File: src/rtl/alu_exec_if.sv
// Request/response bundle between the ALU control stage, alu_exec and its consumer.
// master: drives the request (in_valid, alu_op, op_a, op_b) and out_ready.
// slave:  the ALU; drives in_ready and the registered response (out_valid, result, zero, illegal).
interface alu_exec_if #(
  parameter int WIDTH = 8
);
  logic             in_valid;
  logic             in_ready;
  logic [3:0]       alu_op;
  logic [WIDTH-1:0] op_a;
  logic [WIDTH-1:0] op_b;
  logic             out_valid;
  logic             out_ready;
  logic [WIDTH-1:0] result;
  logic             zero;
  logic             illegal;

  modport master (
    output in_valid, alu_op, op_a, op_b, out_ready,
    input  in_ready, out_valid, result, zero, illegal
  );

  modport slave (
    input  in_valid, alu_op, op_a, op_b, out_ready,
    output in_ready, out_valid, result, zero, illegal
  );
endinterface

File: src/rtl/alu_exec.sv
// Execute-stage ALU: add/sub/logic/shift/slt, plus iterative mul/divu/remu when ALU_MULDIV_EN is defined.
// Latency: single-cycle ops 1 cycle after acceptance; mul/div WIDTH+1 cycles after acceptance.
// Backpressure: result held in DONE until out_ready; in_ready only in IDLE or DONE&&out_ready (back-to-back, no bubble).
//
// Ports: clk, rst_n (async active-low); bus (alu_exec_if.slave) carries the
// in_valid/in_ready request (alu_op, op_a, op_b) and the out_valid/out_ready
// response (result, zero, illegal).
// Optional macro ALU_MULDIV_EN: builds MUL/DIV states and the shift/add +
// restoring datapath. Undefined, codes 1000..1011 return illegal in one cycle.
module alu_exec #(
  parameter int WIDTH = 8,
  parameter int SHW   = $clog2(WIDTH)
) (
  input logic       clk,
  input logic       rst_n,
  alu_exec_if.slave bus
);

  localparam logic [3:0] OP_ADD = 4'b0000;
  localparam logic [3:0] OP_SUB = 4'b0001;
  localparam logic [3:0] OP_AND = 4'b0010;
  localparam logic [3:0] OP_OR  = 4'b0011;
  localparam logic [3:0] OP_XOR = 4'b0100;
  localparam logic [3:0] OP_SLL = 4'b0101;
  localparam logic [3:0] OP_SRL = 4'b0110;
  localparam logic [3:0] OP_SLT = 4'b0111;
`ifdef ALU_MULDIV_EN
  localparam logic [3:0] OP_MULL = 4'b1000;
  localparam logic [3:0] OP_MULH = 4'b1001;
  localparam logic [3:0] OP_DIVU = 4'b1010;
  localparam logic [3:0] OP_REMU = 4'b1011;
  localparam int         CW      = $clog2(WIDTH + 1);
`endif

  typedef enum logic [1:0] {
    ST_IDLE = 2'd0,
    ST_DONE = 2'd1
`ifdef ALU_MULDIV_EN
    ,
    ST_MUL  = 2'd2,
    ST_DIV  = 2'd3
`endif
  } state_t;

  state_t           state;
  logic [WIDTH-1:0] result_q;
  logic             zero_q;
  logic             illegal_q;
  logic             accept;
  logic [WIDTH-1:0] sc_res;
  logic             sc_ill;

  assign bus.in_ready  = (state == ST_IDLE) || ((state == ST_DONE) && bus.out_ready);
  assign accept        = bus.in_valid && bus.in_ready;
  assign bus.out_valid = (state == ST_DONE);
  assign bus.result    = result_q;
  assign bus.zero      = zero_q;
  assign bus.illegal   = illegal_q;

  // Single-cycle results, computed straight from the request being accepted.
  always_comb begin
    sc_res = '0;
    sc_ill = 1'b0;
    case (bus.alu_op)
      OP_ADD: sc_res = bus.op_a + bus.op_b;
      OP_SUB: sc_res = bus.op_a - bus.op_b;
      OP_AND: sc_res = bus.op_a & bus.op_b;
      OP_OR:  sc_res = bus.op_a | bus.op_b;
      OP_XOR: sc_res = bus.op_a ^ bus.op_b;
      OP_SLL: sc_res = bus.op_a << bus.op_b[SHW-1:0];
      OP_SRL: sc_res = bus.op_a >> bus.op_b[SHW-1:0];
      OP_SLT: sc_res = {{(WIDTH-1){1'b0}}, ($signed(bus.op_a) < $signed(bus.op_b))};
`ifdef ALU_MULDIV_EN
      // Handled by the iterative unit; nothing to produce here.
      OP_MULL, OP_MULH, OP_DIVU, OP_REMU: sc_res = '0;
`endif
      default: sc_ill = 1'b1;
    endcase
  end

`ifdef ALU_MULDIV_EN
  // Shared iterative datapath.
  //   MUL: hi = partial product high half, lo = multiplier (shifted out LSB first),
  //        opnd = multiplicand. After WIDTH steps {hi,lo} = a*b.
  //   DIV: hi = partial remainder, lo = dividend shifting out MSB first while
  //        quotient bits shift in, opnd = divisor. After WIDTH steps lo = q, hi = r.
  // A zero divisor never borrows, so q ends all ones and r ends equal to op_a.
  logic [WIDTH-1:0] hi, lo, opnd;
  logic [CW-1:0]    cnt;
  logic             sel_hi;
  logic [WIDTH:0]   mul_sum;
  logic [WIDTH:0]   div_shf;
  logic [WIDTH:0]   div_dif;
  logic [WIDTH-1:0] hi_nx, lo_nx;
  logic [WIDTH-1:0] md_res;

  always_comb begin
    mul_sum = {1'b0, hi} + (lo[0] ? {1'b0, opnd} : {(WIDTH+1){1'b0}});
    div_shf = {hi, lo[WIDTH-1]};
    div_dif = div_shf - {1'b0, opnd};
    hi_nx   = hi;
    lo_nx   = lo;
    if (state == ST_MUL) begin
      hi_nx = mul_sum[WIDTH:1];
      lo_nx = {mul_sum[0], lo[WIDTH-1:1]};
    end else if (state == ST_DIV) begin
      // div_dif MSB set means the trial subtraction borrowed: restore.
      if (div_dif[WIDTH]) begin
        hi_nx = div_shf[WIDTH-1:0];
        lo_nx = {lo[WIDTH-2:0], 1'b0};
      end else begin
        hi_nx = div_dif[WIDTH-1:0];
        lo_nx = {lo[WIDTH-2:0], 1'b1};
      end
    end
    // alu_op[0] picks the high half / remainder over the low half / quotient.
    md_res = sel_hi ? hi_nx : lo_nx;
  end
`endif

  always_ff @(posedge clk or negedge rst_n) begin
    if (!rst_n) begin
      state     <= ST_IDLE;
      result_q  <= '0;
      zero_q    <= 1'b0;
      illegal_q <= 1'b0;
`ifdef ALU_MULDIV_EN
      hi        <= '0;
      lo        <= '0;
      opnd      <= '0;
      cnt       <= '0;
      sel_hi    <= 1'b0;
`endif
    end else begin
      case (state)
        ST_IDLE, ST_DONE: begin
          if (accept) begin
`ifdef ALU_MULDIV_EN
            if (bus.alu_op[3:2] == 2'b10) begin
              sel_hi <= bus.alu_op[0];
              cnt    <= CW'(WIDTH);
              hi     <= '0;
              if (!bus.alu_op[1]) begin
                lo    <= bus.op_b;
                opnd  <= bus.op_a;
                state <= ST_MUL;
              end else begin
                lo    <= bus.op_a;
                opnd  <= bus.op_b;
                state <= ST_DIV;
              end
            end else
`endif
            begin
              result_q  <= sc_res;
              zero_q    <= (sc_res == '0);
              illegal_q <= sc_ill;
              state     <= ST_DONE;
            end
          end else if ((state == ST_IDLE) || bus.out_ready) begin
            state <= ST_IDLE;
          end
          // DONE without out_ready: hold everything.
        end
`ifdef ALU_MULDIV_EN
        ST_MUL, ST_DIV: begin
          hi  <= hi_nx;
          lo  <= lo_nx;
          cnt <= cnt - CW'(1);
          if (cnt == CW'(1)) begin
            result_q  <= md_res;
            zero_q    <= (md_res == '0);
            illegal_q <= 1'b0;
            state     <= ST_DONE;
          end
        end
`endif
        default: state <= ST_IDLE;
      endcase
    end
  end

endmodule

File: src/flat_wrapper.sv
// flat-port wrapper written by rule: the top's interface ports become plain ports
module alu_exec_flat 
#(
  parameter int WIDTH = 8,
  parameter int SHW   = $clog2(WIDTH)
)
  (clk, rst_n, bus_in_valid, bus_alu_op, bus_op_a, bus_op_b, bus_out_ready, bus_in_ready, bus_out_valid, bus_result, bus_zero, bus_illegal);
  alu_exec_if #(.WIDTH(WIDTH)) bus_i ();
  input logic clk;
  input logic rst_n;
  input wire logic [$bits(bus_i.in_valid)-1:0] bus_in_valid;
  input wire logic [$bits(bus_i.alu_op)-1:0] bus_alu_op;
  input wire logic [$bits(bus_i.op_a)-1:0] bus_op_a;
  input wire logic [$bits(bus_i.op_b)-1:0] bus_op_b;
  input wire logic [$bits(bus_i.out_ready)-1:0] bus_out_ready;
  output wire logic [$bits(bus_i.in_ready)-1:0] bus_in_ready;
  output wire logic [$bits(bus_i.out_valid)-1:0] bus_out_valid;
  output wire logic [$bits(bus_i.result)-1:0] bus_result;
  output wire logic [$bits(bus_i.zero)-1:0] bus_zero;
  output wire logic [$bits(bus_i.illegal)-1:0] bus_illegal;
  assign bus_i.in_valid = bus_in_valid;
  assign bus_i.alu_op = bus_alu_op;
  assign bus_i.op_a = bus_op_a;
  assign bus_i.op_b = bus_op_b;
  assign bus_i.out_ready = bus_out_ready;
  assign bus_in_ready = bus_i.in_ready;
  assign bus_out_valid = bus_i.out_valid;
  assign bus_result = bus_i.result;
  assign bus_zero = bus_i.zero;
  assign bus_illegal = bus_i.illegal;
  alu_exec #(.WIDTH(WIDTH), .SHW(SHW)) u_core (.clk(clk), .rst_n(rst_n), .bus(bus_i));
endmodule
File: config.mk
export PLATFORM = sky130hd
export DESIGN_NAME = alu_exec_flat
export DESIGN_NICKNAME = d
export VERILOG_FILES = /design/src/rtl/alu_exec_if.sv /design/src/rtl/alu_exec.sv /design/src/flat_wrapper.sv
export SDC_FILE = /design/constraint.sdc
export NUM_CORES = 1
export LEC_CHECK = 0
export ABC_AREA = 1
export CORE_ASPECT_RATIO = 1.1
export CORE_MARGIN = 1
export CORE_UTILIZATION = 49
export CTS_CLUSTER_SIZE = 14
export DETAILED_ROUTE_END_ITERATION = 16
export GPL_TIMING_DRIVEN = 0
export PLACE_DENSITY_LB_ADDON = 0.2
export SLEW_MARGIN = 20
export SYNTH_ARGS = -nofsm -noshare
export SYNTH_HDL_FRONTEND = slang
export SYNTH_SLANG_ARGS = --single-unit
export TNS_END_PERCENT = 20
File: constraint.sdc
create_clock -name clk -period 1 [get_ports clk]
set_input_delay 0.1 -clock clk [delete_from_list [all_inputs] [get_ports clk]]
set_output_delay 0.1 -clock clk [all_outputs]
set_load 0.05 [all_outputs]
==> impl_metrics.csv, run 1 <==
group,metric,value,unit
place,gp_congestion,0.904,
die,die_area,4780,µm²
power,vdd_drop_max,0.679,mV
global_routing,grt_max_degree,12,
clock_network,cts_tree,"done",
synthesis,yosysMostFrequentCell,"nand2_1",
sta,fin_ws,-0.645,ns
route,drt_wl_total,7.90,mm
clock_network,clock_latency,0.24,ns
min_path,hold_path_class,"input port to asynchronous set/reset pin",
final_layout,area_delta_synth_final,48.8,%
power,p_int,1.48,mW
final_layout,final_nets,513,
synthesis,ys_seq_elements,11,
power,comb_power_share,0.642,
outcome,violations,"negative setup slack",
sta,rsz0062_at_grt,"true",
sta,fin_skew,0.00249,ns
final_layout,final_util,0.762,
power,p_per_area,847,nW/µm²
global_routing,grt_pass1_wl,11.9,mm
route,wl_met2,3.79,mm
place,dp_hpwl,5.08,mm
place,io_buffer_count,35,
clock_network,path_clk_slew,0.05,ns
critical_path,crit_path_top_delay_cell,"fa_2",
synthesis,synth_area_per_cell,5.73,µm²
power,seqPwrFrac,0.198,
synthesis,synthDistinctLibCells,36,
route,top_layer,"met4",
route,wl_per_cell,15.4,µm
synthesis,syn_inst,386,
synthesis,synth_nets,440,
synthesis,ys.flop_type,"dfrtp_1",
synthesis,synthesis.area,2210,µm²
die,die_y,72.5,µm
critical_path,cp.required,1.17,ns
critical_path,critPathKind,"input port to flop",
route,wl_met3,673,µm
route,drt-initial-drc-count,185,
die,core-area,4320,µm²
synthesis,yosys.area.top_type,"nand2_1",
die,fp-row-count,25,
clock_network,htree_levels,1,
synthesis,synth_top_area_frac,0.253,
clock_network,root_buffer,"clkbuf_8",
route,antenna_left,0,
sta,hold_violations,0,
synthesis,yosys-top-cells-count,"nand2_1, nand3_1, inv_1",
synthesis,synth-seq-area-share,0.125,
sta,fmax,608,MHz
critical_path,endpoint_kind,"flop",
critical_path,crit_path_cell_trace,"buf_8, buf_6, inv_8, buf_8, fa_2, nand2_1, nand2_1, nor2_2, nand4_1, nor2_4, nand3_2, o21bai_2",
critical_path,arrival,1.81,ns
sta,worst_pin_slew,0.531,ns
critical_path,crit_fanout,4,
power,switchingPower,1.31,mW
route,drt_pass1_iterations,7,
power,leakagePower,1.76,nW
die,die_w,66.0,µm
die,pin_count,36,
global_routing,grt_util_all_layers,0.321,
sta,relSlewSlack,0.645,
clock_network,clk_path_buf_depth,2,
clock_network,cts_hold_buf,0,
clock_network,cts_made_buffers,3,
global_routing,antenna_found_initial,0,
critical_path,worstSetupStartpointType,"input port",
sta,finalSetupViolCount,16,
critical_path,crit_path_max_incr_delay,0.44,ns
power,swShare,0.470,
die,start_util,0.512,
route,wl_met1,2.98,mm
synthesis,yosysWarnings,0,
global_routing,grt_pass1_vias,2682,
synthesis,synth_edf_count,0,
sta,timing.final.crit_share,1.64,
power,power.share.clock,0.160,
outcome,outcome,"complete, but fails checks",
synthesis,async_reset_ff_frac,1.00,
final_layout,antenna_cells,0,
final_layout,final_layout_size_suffix_gt1_frac,0.345,
synthesis,synth_area_leaders,"nand2_1, ha_1, dfrtp_1, nand3_1, inv_1",
global_routing,grt_overflow,0,
route,drt-vias-per-instance,5.62,
route,drc_errors,0,
run,cap_violations,0,
place,pre_cts_ws,-1.65,ns
clock_network,clock-sinks,11,
sta,slew_violations,0,
route,num_vias,2879,
sta,final.min_clock_period,1.64,ns
-- cell type report --
cell class                 instances  area, µm²
fill                             324       1030
tap                               54       67.6
timing repair buffer              68        592
multi-input combinational        315       2010
clock buffer                       4       45.0
inverter                          52        218
buffer                             8       80.1
sequential                        11        277
-- flip-flops by register name, indices dropped and copies added, names as in the netlist --
register            count
u_core.bus.illegal      1
u_core.state            1
u_core.bus.result       8
u_core.bus.zero         1
-- per-stage QoR --
step	hold slack (ns)	power, mW	area (µm²)	std cells	setup TNS [ns]
global route	0.257	2.94	3290	512	-5.67
CTS	0.232	2.62	3190	507	-4.39
detailed placement	0.464	1.93	2660	475	-16.66
global placement	0.464	1.91	2660	475	-16.36
finish	0.214	2.79	3290	512	-4.95
floorplan	-0.196	1.47	2240	386	-4.23
-- routing by layer --
| layer | vias up | global-route usage |
|---|---|---|
| met3 | 48 | 0.0503 |
| met1 | 1283 | 0.364 |
| met5 | - | 0 |
| met4 | 0 | 0.147 |
| met2 | 180 | 0.582 |
| li1 | 1368 | - |
-- timing repair --
action	CTS	global route
resized for setup	192	42
buffers inserted	28	6
setup endpoints to repair	23	22
pin swaps	33	29
-- cell families after synthesis --
family                     after synthesis  synth area share
AOI/OAI and AO/OA                       30            0.0809
xor gates and xnor gates                 1           0.00396
adders and majority gates               30             0.177
buffers and inverters                   60             0.115
DFF                                     11             0.125
and+or+nand+nor                        254             0.499
-- worst max-delay path, delay by kind of cell --
family	cells	cell delay, ns
AND/OR/NAND/NOR	6	0.79
AO/OA/AOI/OAI	1	0.11
buffers and inverters	4	0.36
adder cells (fa/ha/maj)	1	0.44
-- layout by cell type, fill, tap and decap left out, types with 5 or more instances in the layout --
master / instances
nand3_4: 5
buf_4: 29
ha_4: 8
nand3b_1: 5
o21ai_0: 5
dfrtp_1: 10
ha_1: 20
dlygate4sd2_1: 6
nand2_2: 14
nor2_2: 11
inv_1: 30
a21oi_1: 6
nor2_4: 8
nand2_1: 135
clkdlybuf4s15_2: 6
nand3_1: 37
buf_6: 15
inv_2: 16
nor2_1: 21
buf_2: 9
-- power by group through the flow --
stage / sequential (mW) / clock [mW] / combinational (mW)
finish: 0.551 / 0.444 / 1.79
global route: 0.557 / 0.476 / 1.91
CTS: 0.550 / 0.445 / 1.62
detailed placement: 0.557 / 0 / 1.37
global placement: 0.554 / 0 / 1.36
floorplan: 0.795 / 0 / 0.673
-- path summary, 6_finish.rpt --
path / from / endpoint / slack [ns] / depth (start not counted)
min: rst_n / u_core.bus.illegal$_DFFE_PN0P_ / 0.21 / 1
min reg2reg: u_core.bus.result[4]$_DFFE_PN0P_ / u_core.bus.result[4]$_DFFE_PN0P_ / 0.48 / 2
max reg2reg: u_core.state[0]$_DFFE_PN0P_ / u_core.bus.zero$_DFFE_PN0P_ / -0.43 / 7
min in group clk: bus_alu_op[3] / u_core.bus.illegal$_DFFE_PN0P_ / 0.34 / 3
max: bus_op_b[1] / u_core.bus.zero$_DFFE_PN0P_ / -0.64 / 12
max in group asynchronous: rst_n / u_core.state[0]$_DFFE_PN0P_ / 0.40 / 1
(Power assumes the default switching activity.)
==> run 2, diff against run 1 <==
--- a/config.mk
+++ b/config.mk
@@ -13,7 +13,6 @@
 export DETAILED_ROUTE_END_ITERATION = 16
 export GPL_TIMING_DRIVEN = 0
 export PLACE_DENSITY_LB_ADDON = 0.2
-export SLEW_MARGIN = 20
 export SYNTH_ARGS = -nofsm -noshare
 export SYNTH_HDL_FRONTEND = slang
 export SYNTH_SLANG_ARGS = --single-unit
==> results of run 2 <==
The final DEF is identical to that of run 1; final timing and power are the same.
